File: config.mk
export PLATFORM = sky130hd
export DESIGN_NAME = ibex_data_bus_arbiter
export DESIGN_NICKNAME = d
export VERILOG_FILES = /design/src/rtl/ibex_data_bus_arbiter.sv
export SDC_FILE = /design/constraint.sdc
export NUM_CORES = 1
export LEC_CHECK = 0
export BUFFER_PORTS_ARGS = -buffer_cell sky130_fd_sc_hd__clkbuf_2
export CORE_AREA = 3 3 123 125
export DETAILED_ROUTE_END_ITERATION = 8
export DIE_AREA = 0 0 126 128
export GPL_ROUTABILITY_DRIVEN = 0
export PLACE_DENSITY = 0.47
export RECOVER_POWER = 100
export SETUP_SLACK_MARGIN = 0.1
export SLEW_MARGIN = 20
export SYNTH_ARGS = -nofsm -noshare
export SYNTH_HDL_FRONTEND = slang
export SYNTH_SLANG_ARGS = --single-unit
File: constraint.sdc
create_clock -name clk_i -period 4.5 [get_ports clk_i]
set_input_delay 0.225 -clock clk_i [delete_from_list [all_inputs] [get_ports clk_i]]
set_output_delay 0.225 -clock clk_i [all_outputs]
set_load 0.01 [all_outputs]
File: src/rtl/ibex_data_bus_arbiter.sv
// Two-host round-robin arbiter for the Ibex req/gnt/rvalid data bus.
// Requests are held on the device bus until granted; granted host ids queue so responses route in order.
module ibex_data_bus_arbiter #(
    parameter int unsigned AddrWidth      = 32,
    parameter int unsigned DataWidth      = 32,
    parameter int unsigned MaxOutstanding = 2
) (
    input  logic                   clk_i,
    input  logic                   rst_ni,

    input  logic                   h0_req_i,
    input  logic                   h0_we_i,
    input  logic [DataWidth/8-1:0] h0_be_i,
    input  logic [AddrWidth-1:0]   h0_addr_i,
    input  logic [DataWidth-1:0]   h0_wdata_i,
    output logic                   h0_gnt_o,
    output logic                   h0_rvalid_o,
    output logic [DataWidth-1:0]   h0_rdata_o,
    output logic                   h0_err_o,

    input  logic                   h1_req_i,
    input  logic                   h1_we_i,
    input  logic [DataWidth/8-1:0] h1_be_i,
    input  logic [AddrWidth-1:0]   h1_addr_i,
    input  logic [DataWidth-1:0]   h1_wdata_i,
    output logic                   h1_gnt_o,
    output logic                   h1_rvalid_o,
    output logic [DataWidth-1:0]   h1_rdata_o,
    output logic                   h1_err_o,

    output logic                   dev_req_o,
    output logic                   dev_we_o,
    output logic [DataWidth/8-1:0] dev_be_o,
    output logic [AddrWidth-1:0]   dev_addr_o,
    output logic [DataWidth-1:0]   dev_wdata_o,
    input  logic                   dev_gnt_i,
    input  logic                   dev_rvalid_i,
    input  logic [DataWidth-1:0]   dev_rdata_i,
    input  logic                   dev_err_i
);

    localparam int unsigned CntW = $clog2(MaxOutstanding + 1);
    localparam int unsigned PtrW = (MaxOutstanding > 1) ? $clog2(MaxOutstanding) : 1;
    localparam logic [CntW-1:0] CntMax  = CntW'(MaxOutstanding);
    localparam logic [PtrW-1:0] PtrLast = PtrW'(MaxOutstanding - 1);

    typedef enum logic {
        ST_ARB,
        ST_LOCKED
    } state_e;

    state_e                state, state_next;
    logic                  owner, owner_next;
    logic                  rr_ptr, rr_ptr_next;
    logic [CntW-1:0]       count, count_next;
    logic [PtrW-1:0]       rd_ptr, wr_ptr;
    logic [MaxOutstanding-1:0] fifo_id;

    logic sel;
    logic req_raw;
    logic any_req;
    logic full;
    logic grant;
    logic push;
    logic pop;
    logic head;
    logic underflow;

    function automatic logic [PtrW-1:0] ptr_inc(input logic [PtrW-1:0] p);
        return (p == PtrLast) ? '0 : p + PtrW'(1);
    endfunction

    assign any_req = h0_req_i | h1_req_i;
    assign full    = (count == CntMax);

    always_comb begin
        state_next  = state;
        owner_next  = owner;
        rr_ptr_next = rr_ptr;
        sel         = 1'b0;
        req_raw     = 1'b0;
        unique case (state)
            ST_ARB: begin
                sel     = (h0_req_i && h1_req_i) ? rr_ptr : h1_req_i;
                req_raw = any_req && !full;
                if (req_raw && !dev_gnt_i) begin
                    state_next = ST_LOCKED;
                    owner_next = sel;
                end
            end
            ST_LOCKED: begin
                // Lock is only entered below the limit, so the held request ignores full.
                sel     = owner;
                req_raw = 1'b1;
                if (dev_gnt_i) begin
                    state_next = ST_ARB;
                end
            end
            default: state_next = ST_ARB;
        endcase
        dev_req_o = req_raw && rst_ni;
        grant     = dev_req_o && dev_gnt_i;
        if (grant) begin
            rr_ptr_next = ~sel;
        end
    end

    assign dev_we_o    = sel ? h1_we_i    : h0_we_i;
    assign dev_be_o    = sel ? h1_be_i    : h0_be_i;
    assign dev_addr_o  = sel ? h1_addr_i  : h0_addr_i;
    assign dev_wdata_o = sel ? h1_wdata_i : h0_wdata_i;

    assign h0_gnt_o = grant && !sel;
    assign h1_gnt_o = grant && sel;

    assign push      = grant;
    assign pop       = dev_rvalid_i && (count != '0);
    assign underflow = dev_rvalid_i && (count == '0);
    assign head      = fifo_id[rd_ptr];

    assign h0_rvalid_o = pop && !head;
    assign h1_rvalid_o = pop && head;
    assign h0_err_o    = pop && !head && dev_err_i;
    assign h1_err_o    = pop && head && dev_err_i;
    assign h0_rdata_o  = dev_rdata_i;
    assign h1_rdata_o  = dev_rdata_i;

    always_comb begin
        count_next = count;
        if (push && !pop) begin
            count_next = count + CntW'(1);
        end else if (pop && !push) begin
            count_next = count - CntW'(1);
        end
    end

    always_ff @(posedge clk_i or negedge rst_ni) begin
        if (!rst_ni) begin
            state  <= ST_ARB;
            owner  <= 1'b0;
            rr_ptr <= 1'b0;
            count  <= '0;
            rd_ptr <= '0;
            wr_ptr <= '0;
        end else begin
            state  <= state_next;
            owner  <= owner_next;
            rr_ptr <= rr_ptr_next;
            count  <= count_next;
            if (push) begin
                wr_ptr <= ptr_inc(wr_ptr);
            end
            if (pop) begin
                rd_ptr <= ptr_inc(rd_ptr);
            end
        end
    end

    // Host-id storage carries no control meaning until count covers it, so it is not reset.
    always_ff @(posedge clk_i) begin
        if (push) begin
            fifo_id[wr_ptr] <= sel;
        end
    end

    a_hold: assert property (@(posedge clk_i) disable iff (!rst_ni)
        dev_req_o && !dev_gnt_i |=> dev_req_o && $stable(dev_we_o) && $stable(dev_be_o)
                                    && $stable(dev_addr_o) && $stable(dev_wdata_o));
    a_gnt0_req: assert property (@(posedge clk_i) disable iff (!rst_ni) h0_gnt_o |-> h0_req_i);
    a_gnt1_req: assert property (@(posedge clk_i) disable iff (!rst_ni) h1_gnt_o |-> h1_req_i);
    a_count_max: assert property (@(posedge clk_i) disable iff (!rst_ni) count <= CntMax);
    a_one_gnt: assert property (@(posedge clk_i) disable iff (!rst_ni) !(h0_gnt_o && h1_gnt_o));
    a_one_rvalid: assert property (@(posedge clk_i) disable iff (!rst_ni) !(h0_rvalid_o && h1_rvalid_o));
    a_no_underflow: assert property (@(posedge clk_i) disable iff (!rst_ni) !underflow)
        else $warning("device response with no outstanding transaction dropped");

endmodule

==> metrics.cfg, run 1 <==
[floorplanning]
io_pins = 317
die_h_um = 128
core_um2 = 14000
fp.dieW_um = 126
num_rows = 43
initial_core_util = 0.132
die-area_um2 = 16100

[hold_path]
whs_path_depth = 2
hold_end = state
hp-class = in -> reg
min_from = dev_gnt_i

[global_route]
grt_pass1_vias = 1855
grt_pass1_wl_mm = 8.27
grt_usage = 0.0622
grt_antenna_before_repair = 0
grt_max_degree = 45
overflow = 0

[routing]
final_antenna_net_count = 0
wl_per_cell_um = 11.8
drt_wl_total_mm = 6.13
drt_iter0_drc = 30
routed-via-count = 1880
drc_errors = 0
firstDrtPassIters = 4
post_drt_via_cell_ratio = 3.62

[place]
pre_cts_ws_ps = 2610
dp_cells = 515
dp_hpwl_mm = 5.55
portBuffers = 220

[critical_path]
crit_arrival_ps = 2700
r2r-end = count[1]
critical_path_class = reg -> out
reg2reg_from = count[0]
ff2ff_path_depth = 7
critPathCaptureType = output port
path_max_fanout = 30
required_ps = 4280
reg2reg_slack_ps = 2470
start_kind = register

[power]
peakVddDrop_mv = 0.149
power_density_nw_per_um2 = 367
finalPower_uw = 948
leakage_uw = 0.00126

[timing]
finalClockSkew_ps = 0.675
period_minus_slack_ps = 2930
fmax_mhz = 342
fin_tns_setup_ps = 0
rsz0062_at_grt = false
finalSetupViolCount = 0
finalHoldViolCount = 0
slew_headroom = -0.123
timing.final.crit_share = 0.650
worstMarginPinSlew_ps = 1690
drv_slew = 31
fin_ws_ps = 1570

[clock_tree]
clockBufferDepth = 2
cts-buffers-inserted = 3
cts.clk_slew.worst_paths_ps = 40
htreeDepth = 1
tritoncts = built
cts-root-buf = clkbuf_16
clock_sink_count = 9
insertion_delay_ps = 230

[synth]
netlist_area_um2 = 1850
ys_seq_area_frac = 0.127
synth_cell_types = 28
synth_cells = 184
yosysWarnings = 0
synthFlopType = dfrtp_1
ys_seq_elements = 9
synth_area_per_cell_um2 = 10.1
async_flop_share = 0.778
synth_nets = 362
synth_edf_count = 2

[finish]
instances_no_fill = 520
utilization = 0.185
fillers = 1620
final_nets = 519
layout_commonest_cell = clkbuf_2
drive_gt1_frac = 0.650
final_cell_mix = clkbuf_2, clkbuf_1, mux2_2
area_delta_synth_final_pct = 39.6
antennaDiodeCount = 0
seq_area_um2 = 235
multiInputGateArea_um2 = 986

[job]
maxCapViolCount = 1

[run_status]
violations = capacitance limit, slew limit
status = complete, but fails checks

-- synth_stat cells (all sizes together) (2+ instances only) --
cell / count / area share
xnor2: 2 / 0.0095
o21ai: 4 / 0.019
nor2: 5 / 0.010
xor2: 3 / 0.014
mux2: 69 / 0.44
dfrtp: 7 / 0.095
edfxtp: 2 / 0.032
and2: 2 / 0.0068
nand2: 2 / 0.0054
inv: 3 / 0.0061
nor3: 2 / 0.0054
buf: 71 / 0.30
nor2b: 2 / 0.0068
mux2i: 2 / 0.011
-- layout make-up --
| cell class | instances | share of cell area |
|---|---|---|
| Clock buffer | 4 | 0.0305 |
| Sequential cell | 9 | 0.0911 |
| Multi-Input combinational cell | 101 | 0.382 |
| Timing Repair Buffer | 223 | 0.405 |
| Tap cell | 180 | 0.0872 |
| Inverter | 3 | 0.00436 |
-- logic make-up after synthesis --
| family | count (synthesis) | synth area share |
|---|---|---|
| xor gates and xnor gates | 5 | 0.0237 |
| adders and majority gates | 1 | 0.00676 |
| muxes | 71 | 0.451 |
| buffers and inverters | 74 | 0.308 |
| and+or+nand+nor | 18 | 0.0514 |
| AOI/OAI and AO/OA | 6 | 0.0318 |
| DFF | 9 | 0.127 |
-- metrics by stage --
| stage | cell area [um^2] | hold slack (ps) |
|---|---|---|
| 2_1_floorplan | 1850 | -70.6 |
| 3_3_place_gp | 2630 | 85.4 |
| 3_5_place_dp | 2630 | 89.6 |
| 4_1_cts | 2720 | 197 |
| 5_1_grt | 2580 | 215 |
| 6_report | 2580 | 197 |
-- layer usage --
metal	vias up	global-route usage	routed length [um]
met4	0	0.0265	187
met3	26	0.0204	867
met1	817	0.0486	1700
met5	-	0	0
li1	879	-	-
met2	158	0.135	3380
-- power breakdown --
group	internal (uW)	leakage, uW	switching, uW
Clock	118	0.0000382	33.9
Combinational	326	0.00112	326
Sequential	119	0.000102	25.7
Total	563	0.00126	385
-- how the worst max path moves through the flow --
| stage | start | end | cells past startpoint |
|---|---|---|---|
| 6_report | state | dev_wdata_o[21] | 4 |
| 5_1_grt | rr_ptr | dev_wdata_o[21] | 5 |
| 4_1_cts | state | dev_addr_o[7] | 5 |
| 3_5_place_dp | state | dev_be_o[2] | 5 |
| 3_3_place_gp | state | dev_be_o[2] | 5 |
| 2_1_floorplan | state | dev_addr_o[0] | 3 |
-- sequential cells by signal (all words and copies together), names as in the netlist --
| name | flops |
|---|---|
| rd_ptr | 1 |
| rr_ptr | 1 |
| state | 1 |
| wr_ptr | 1 |
| count | 2 |
| owner | 1 |
| fifo_id | 2 |
-- what timing repair did --
action,CTS,global route
endpoints found under the hold margin,7,0
hold buffers,1,0
resized for setup,0,0
buffers inserted,0,0
-- worst max-delay path, stage by stage, from the launching register on --
cell and delay, ps:
dfrtp_1 390, o21ai_0 230, clkbuf_1 1240, mux2_2 450
clkbuf_1 140
Power figures use the tool's default switching activity.
==> run 2, diff against run 1 <==
CORE_AREA = 3 3 124 126   (was 3 3 123 125)
DIE_AREA = 0 0 127 129   (was 0 0 126 128)
PLACE_DENSITY = 0.48   (was 0.47)
clock period = 2.5 ns   (was 4.5 ns; I/O delays follow)
==> metrics.cfg, run 2 (synthesis results as in run 1) <==
[run_status]
status = completed

[finish]
fillers = 1668
drive_gt1_frac = 0.659
multiInputGateArea_um2 = 1000
area_delta_synth_final_pct = 40.4
layout_commonest_cell = clkbuf_2
final_cell_mix = clkbuf_2, clkbuf_1, mux2_2
final_nets = 519
top_regs = count (2), fifo_id (2)
antennaDiodeCount = 0
seq_area_um2 = 235

[routing]
drc_errors = 0
drt_wl_total_mm = 5.74
firstDrtPassIters = 4
wl_per_cell_um = 11.0
post_drt_via_cell_ratio = 3.48
final_antenna_net_count = 0
drt_iter0_drc = 29
routed-via-count = 1825

[job]
maxCapViolCount = 0

[global_route]
grt_max_degree = 41
grt_antenna_before_repair = 0
grt_usage = 0.0569
grt_pass1_vias = 1674
overflow = 0
grt_pass1_wl_mm = 7.71

[timing]
worstMarginPinSlew_ps = 751
drv_slew = 0
finalSetupViolCount = 0
rsz0062_at_grt = false
slew_headroom = 0.499
fmax_mhz = 468
holdWs_ps = 101
timing.final.crit_share = 0.855
finalHoldViolCount = 0
finalClockSkew_ps = 1.92
fin_tns_setup_ps = 0
period_minus_slack_ps = 2140

[power]
peakVddDrop_mv = 0.239
power_density_nw_per_um2 = 661
leakage_uw = 0.00125

[clock_tree]
htreeDepth = 1
clock_sink_count = 9
cts.clk_slew.worst_paths_ps = 40
tritoncts = built
post_cts_buffers = 0
cts-root-buf = clkbuf_16
cts-buffers-inserted = 3
insertion_delay_ps = 230
clockBufferDepth = 2
cts_resized = 0

[floorplanning]
die_h_um = 129
initial_core_util = 0.128
core_um2 = 14400
io_pins = 317
fp.dieW_um = 127
die-area_um2 = 16400
num_rows = 44

[critical_path]
crit_arrival_ps = 2010
critical_path_class = reg -> out
critPathCaptureType = output port
reg2reg_slack_ps = 580
start_kind = register
path_max_fanout = 34
required_ps = 2380

[hold_path]
hp-class = in -> reg

[place]
portBuffers = 220
dp_hpwl_mm = 5.14

-- run 2: cell count changes in the layout (fill, tap and decap cells not counted), sizes merged --
cell,before,now
clkbuf,225,226
buf,1,0
-- run 2: cell type report --
type	count	area share
Timing Repair Buffer	223	0.401
Clock buffer	4	0.0303
Inverter	3	0.00433
Multi-Input combinational cell	101	0.385
Sequential cell	9	0.0905
Tap cell	184	0.0886
-- run 2: where the power goes --
group          internal, uW  switching, uW  total [uW]
clock                   213           64.6         277
combinational           591            581        1170
sequential              215           51.9         267
total                  1020            698        1720
-- run 2: worst paths after layout --
| check | startpoint | endpoint | cells after the start |
|---|---|---|---|
| worst min register to register | wr_ptr | wr_ptr | 1 |
| max in group asynchronous | rst_ni | rr_ptr | 2 |
| worst min-delay path | dev_gnt_i | state | 2 |
| worst max-delay path | state | dev_wdata_o[30] | 5 |
| min in group asynchronous | rst_ni | count[1] | 2 |
| worst max register to register | count[0] | count[1] | 7 |
-- run 2: routing by layer --
metal  GRT usage  wire length (um)  vias to the layer above
li1            -                 -                      880
met1      0.0584              1820                      775
met2       0.110              2990                      146
met3      0.0129               752                       24
met4      0.0252               181                        0
met5           0                 0                        -
-- run 2: critical path, stage by stage (launching register included) --
cell and delay (ps):
dfrtp_1 410, nand2_1 110, o21ai_4 70, clkbuf_2 600, mux2_2 400, clkbuf_1 160
-- run 2: through the flow --
| step | utilization | cells | cell area (um^2) | power (uW) | setup slack, ps |
|---|---|---|---|---|---|
| 2_1_floorplan | - | 184 | 1850 | 1280 | 979 |
| 3_3_place_gp | 0.183 | 519 | 2640 | 1550 | 754 |
| 3_5_place_dp | 0.183 | 519 | 2640 | 1570 | 701 |
| 4_1_cts | 0.189 | 524 | 2730 | 1870 | 424 |
| 5_1_grt | 0.180 | 524 | 2600 | 1850 | 207 |
| 6_report | 0.180 | 524 | 2600 | 1720 | 363 |
-- run 2: repair_timing --
action	CTS	global route
endpoints found under the hold margin	7	0
hold buffers	1	0
setup endpoints to repair	0	0
==> run 3, diff against run 2 <==
CORE_AREA = 2 2 123 125   (was 3 3 124 126)
DIE_AREA = 0 0 125 127   (was 0 0 127 129)
REMOVE_ABC_BUFFERS = 1   (was unset)
==> metrics.cfg, run 3 (synthesis results as in run 1) <==
[power]
power_density_nw_per_um2 = 673
leakage_uw = 0.00127
peakVddDrop_mv = 0.285

[floorplanning]
die-area_um2 = 15900
initial_core_util = 0.128
io_pins = 317
num_rows = 44
die_h_um = 127
core_um2 = 14400
fp.dieW_um = 125

[global_route]
grt_max_degree = 45
grt_pass1_vias = 2048
grt_pass1_wl_mm = 13.6
grt_antenna_before_repair = 0
grt_usage = 0.115
overflow = 0

[routing]
top_layer_used = met5
drt_wl_total_mm = 10.0
wl_met1_mm = 4.07
wl_met2_mm = 4.19
routed-via-count = 1996
post_drt_via_cell_ratio = 3.81
drc_errors = 0
final_antenna_net_count = 0
met3RoutedLength_mm = 1.62
wl_per_cell_um = 19.1
drt_iter0_drc = 52
firstDrtPassIters = 4

[place]
portBuffers = 220
dp_hpwl_mm = 8.86
placed_cell_area_um2 = 2640

[finish]
layout_commonest_cell = clkbuf_2
final_nets = 519
area_delta_synth_final_pct = 40.1
drive_gt1_frac = 0.656
top_regs = count (2), fifo_id (2)
fillers = 1692
antennaDiodeCount = 0
final_cell_mix = clkbuf_2, clkbuf_1, mux2_2
utilization = 0.180
final_cell_area_um2 = 2590

[run_status]
status = completed

[critical_path]
critical_path_class = reg -> reg
reg2reg_slack_ps = 420
required_ps = 2650
critPathCaptureType = register
path_max_fanout = 7
start_kind = register
crit_arrival_ps = 2230

[clock_tree]
clockBufferDepth = 2
cts-root-buf = clkbuf_16
htreeDepth = 1
clock_sink_count = 9
insertion_delay_ps = 230
tritoncts = built
cts.clk_slew.worst_paths_ps = 40
post_cts_buffers = 0
cts-buffers-inserted = 3

[timing]
timing.final.crit_share = 0.833
period_minus_slack_ps = 2080
finalClockSkew_ps = 3.08
fmax_mhz = 480
finalHoldViolCount = 0
fin_tns_setup_ps = 0
holdWs_ps = 87.5
worstMarginPinSlew_ps = 671
finalSetupViolCount = 0
drv_slew = 0
rsz0062_at_grt = false
slew_headroom = 0.548

[hold_path]
hp-class = in -> reg

[job]
maxCapViolCount = 0

[run 3: changes by cell type in the layout (fill, tap and decap cells not counted), moves of 2 or more]
cell      delta
mux2_4       -2
buf_4        +2
mux2_2       -6
mux2_1       +8
clkbuf_2     +7
clkbuf_1     -8
[run 3: worst max-delay path, cell delays in order, from the launching register on]
cell and delay (ps):
dfrtp_1 410, nand2b_1 210, a21oi_1 490, nor2_1 220, ha_1 240, xor2_1 140, nor2_1 120, xor2_1 170
[run 3: metrics by stage]
stage | worst slack [ps] | power, uW | instances
5_1_grt | 197 | 1880 | 524
6_report | 418 | 1740 | 524
2_1_floorplan | 146 | 1100 | 113
4_1_cts | 397 | 1910 | 524
3_3_place_gp | 696 | 1590 | 519
3_5_place_dp | 654 | 1620 | 519
[run 3: metal layers]
metal | up-vias | global-route usage
met5 | - | 0.0588
met4 | 4 | 0.00523
met3 | 8 | 0.0842
met2 | 202 | 0.164
met1 | 901 | 0.142
li1 | 881 | -
[run 3: cell type report]
cell class	instances	area, um^2	share of cell area
well taps	184	230	0.0888
inverters	3	11.3	0.00434
flip-flops and latches	9	235	0.0907
multi-input cells	101	982	0.379
repair buffers	223	1050	0.407
clock buffers	4	78.8	0.0304
[run 3: power by group]
group | internal (uW) | total [uW] | switching [uW]
Combinational | 580 | 1200 | 619
Clock | 213 | 282 | 69.1
Sequential | 215 | 262 | 47.4
Total | 1010 | 1740 | 736
[run 3: worst paths after layout]
path / from / to / depth (start not counted)
max in group asynchronous: rst_ni / count[1] / 2
worst min register to register: rd_ptr / rd_ptr / 1
min in group asynchronous: rst_ni / wr_ptr / 2
worst min-delay path: dev_gnt_i / state / 2
worst max-delay path: count[0] / count[1] / 7
worst max register to register: count[0] / count[1] / 7
[run 3: what timing repair did]
action / CTS / global route
resized for setup: 0 / 0
hold endpoints to repair: 7 / 0
hold buffers: 1 / 0
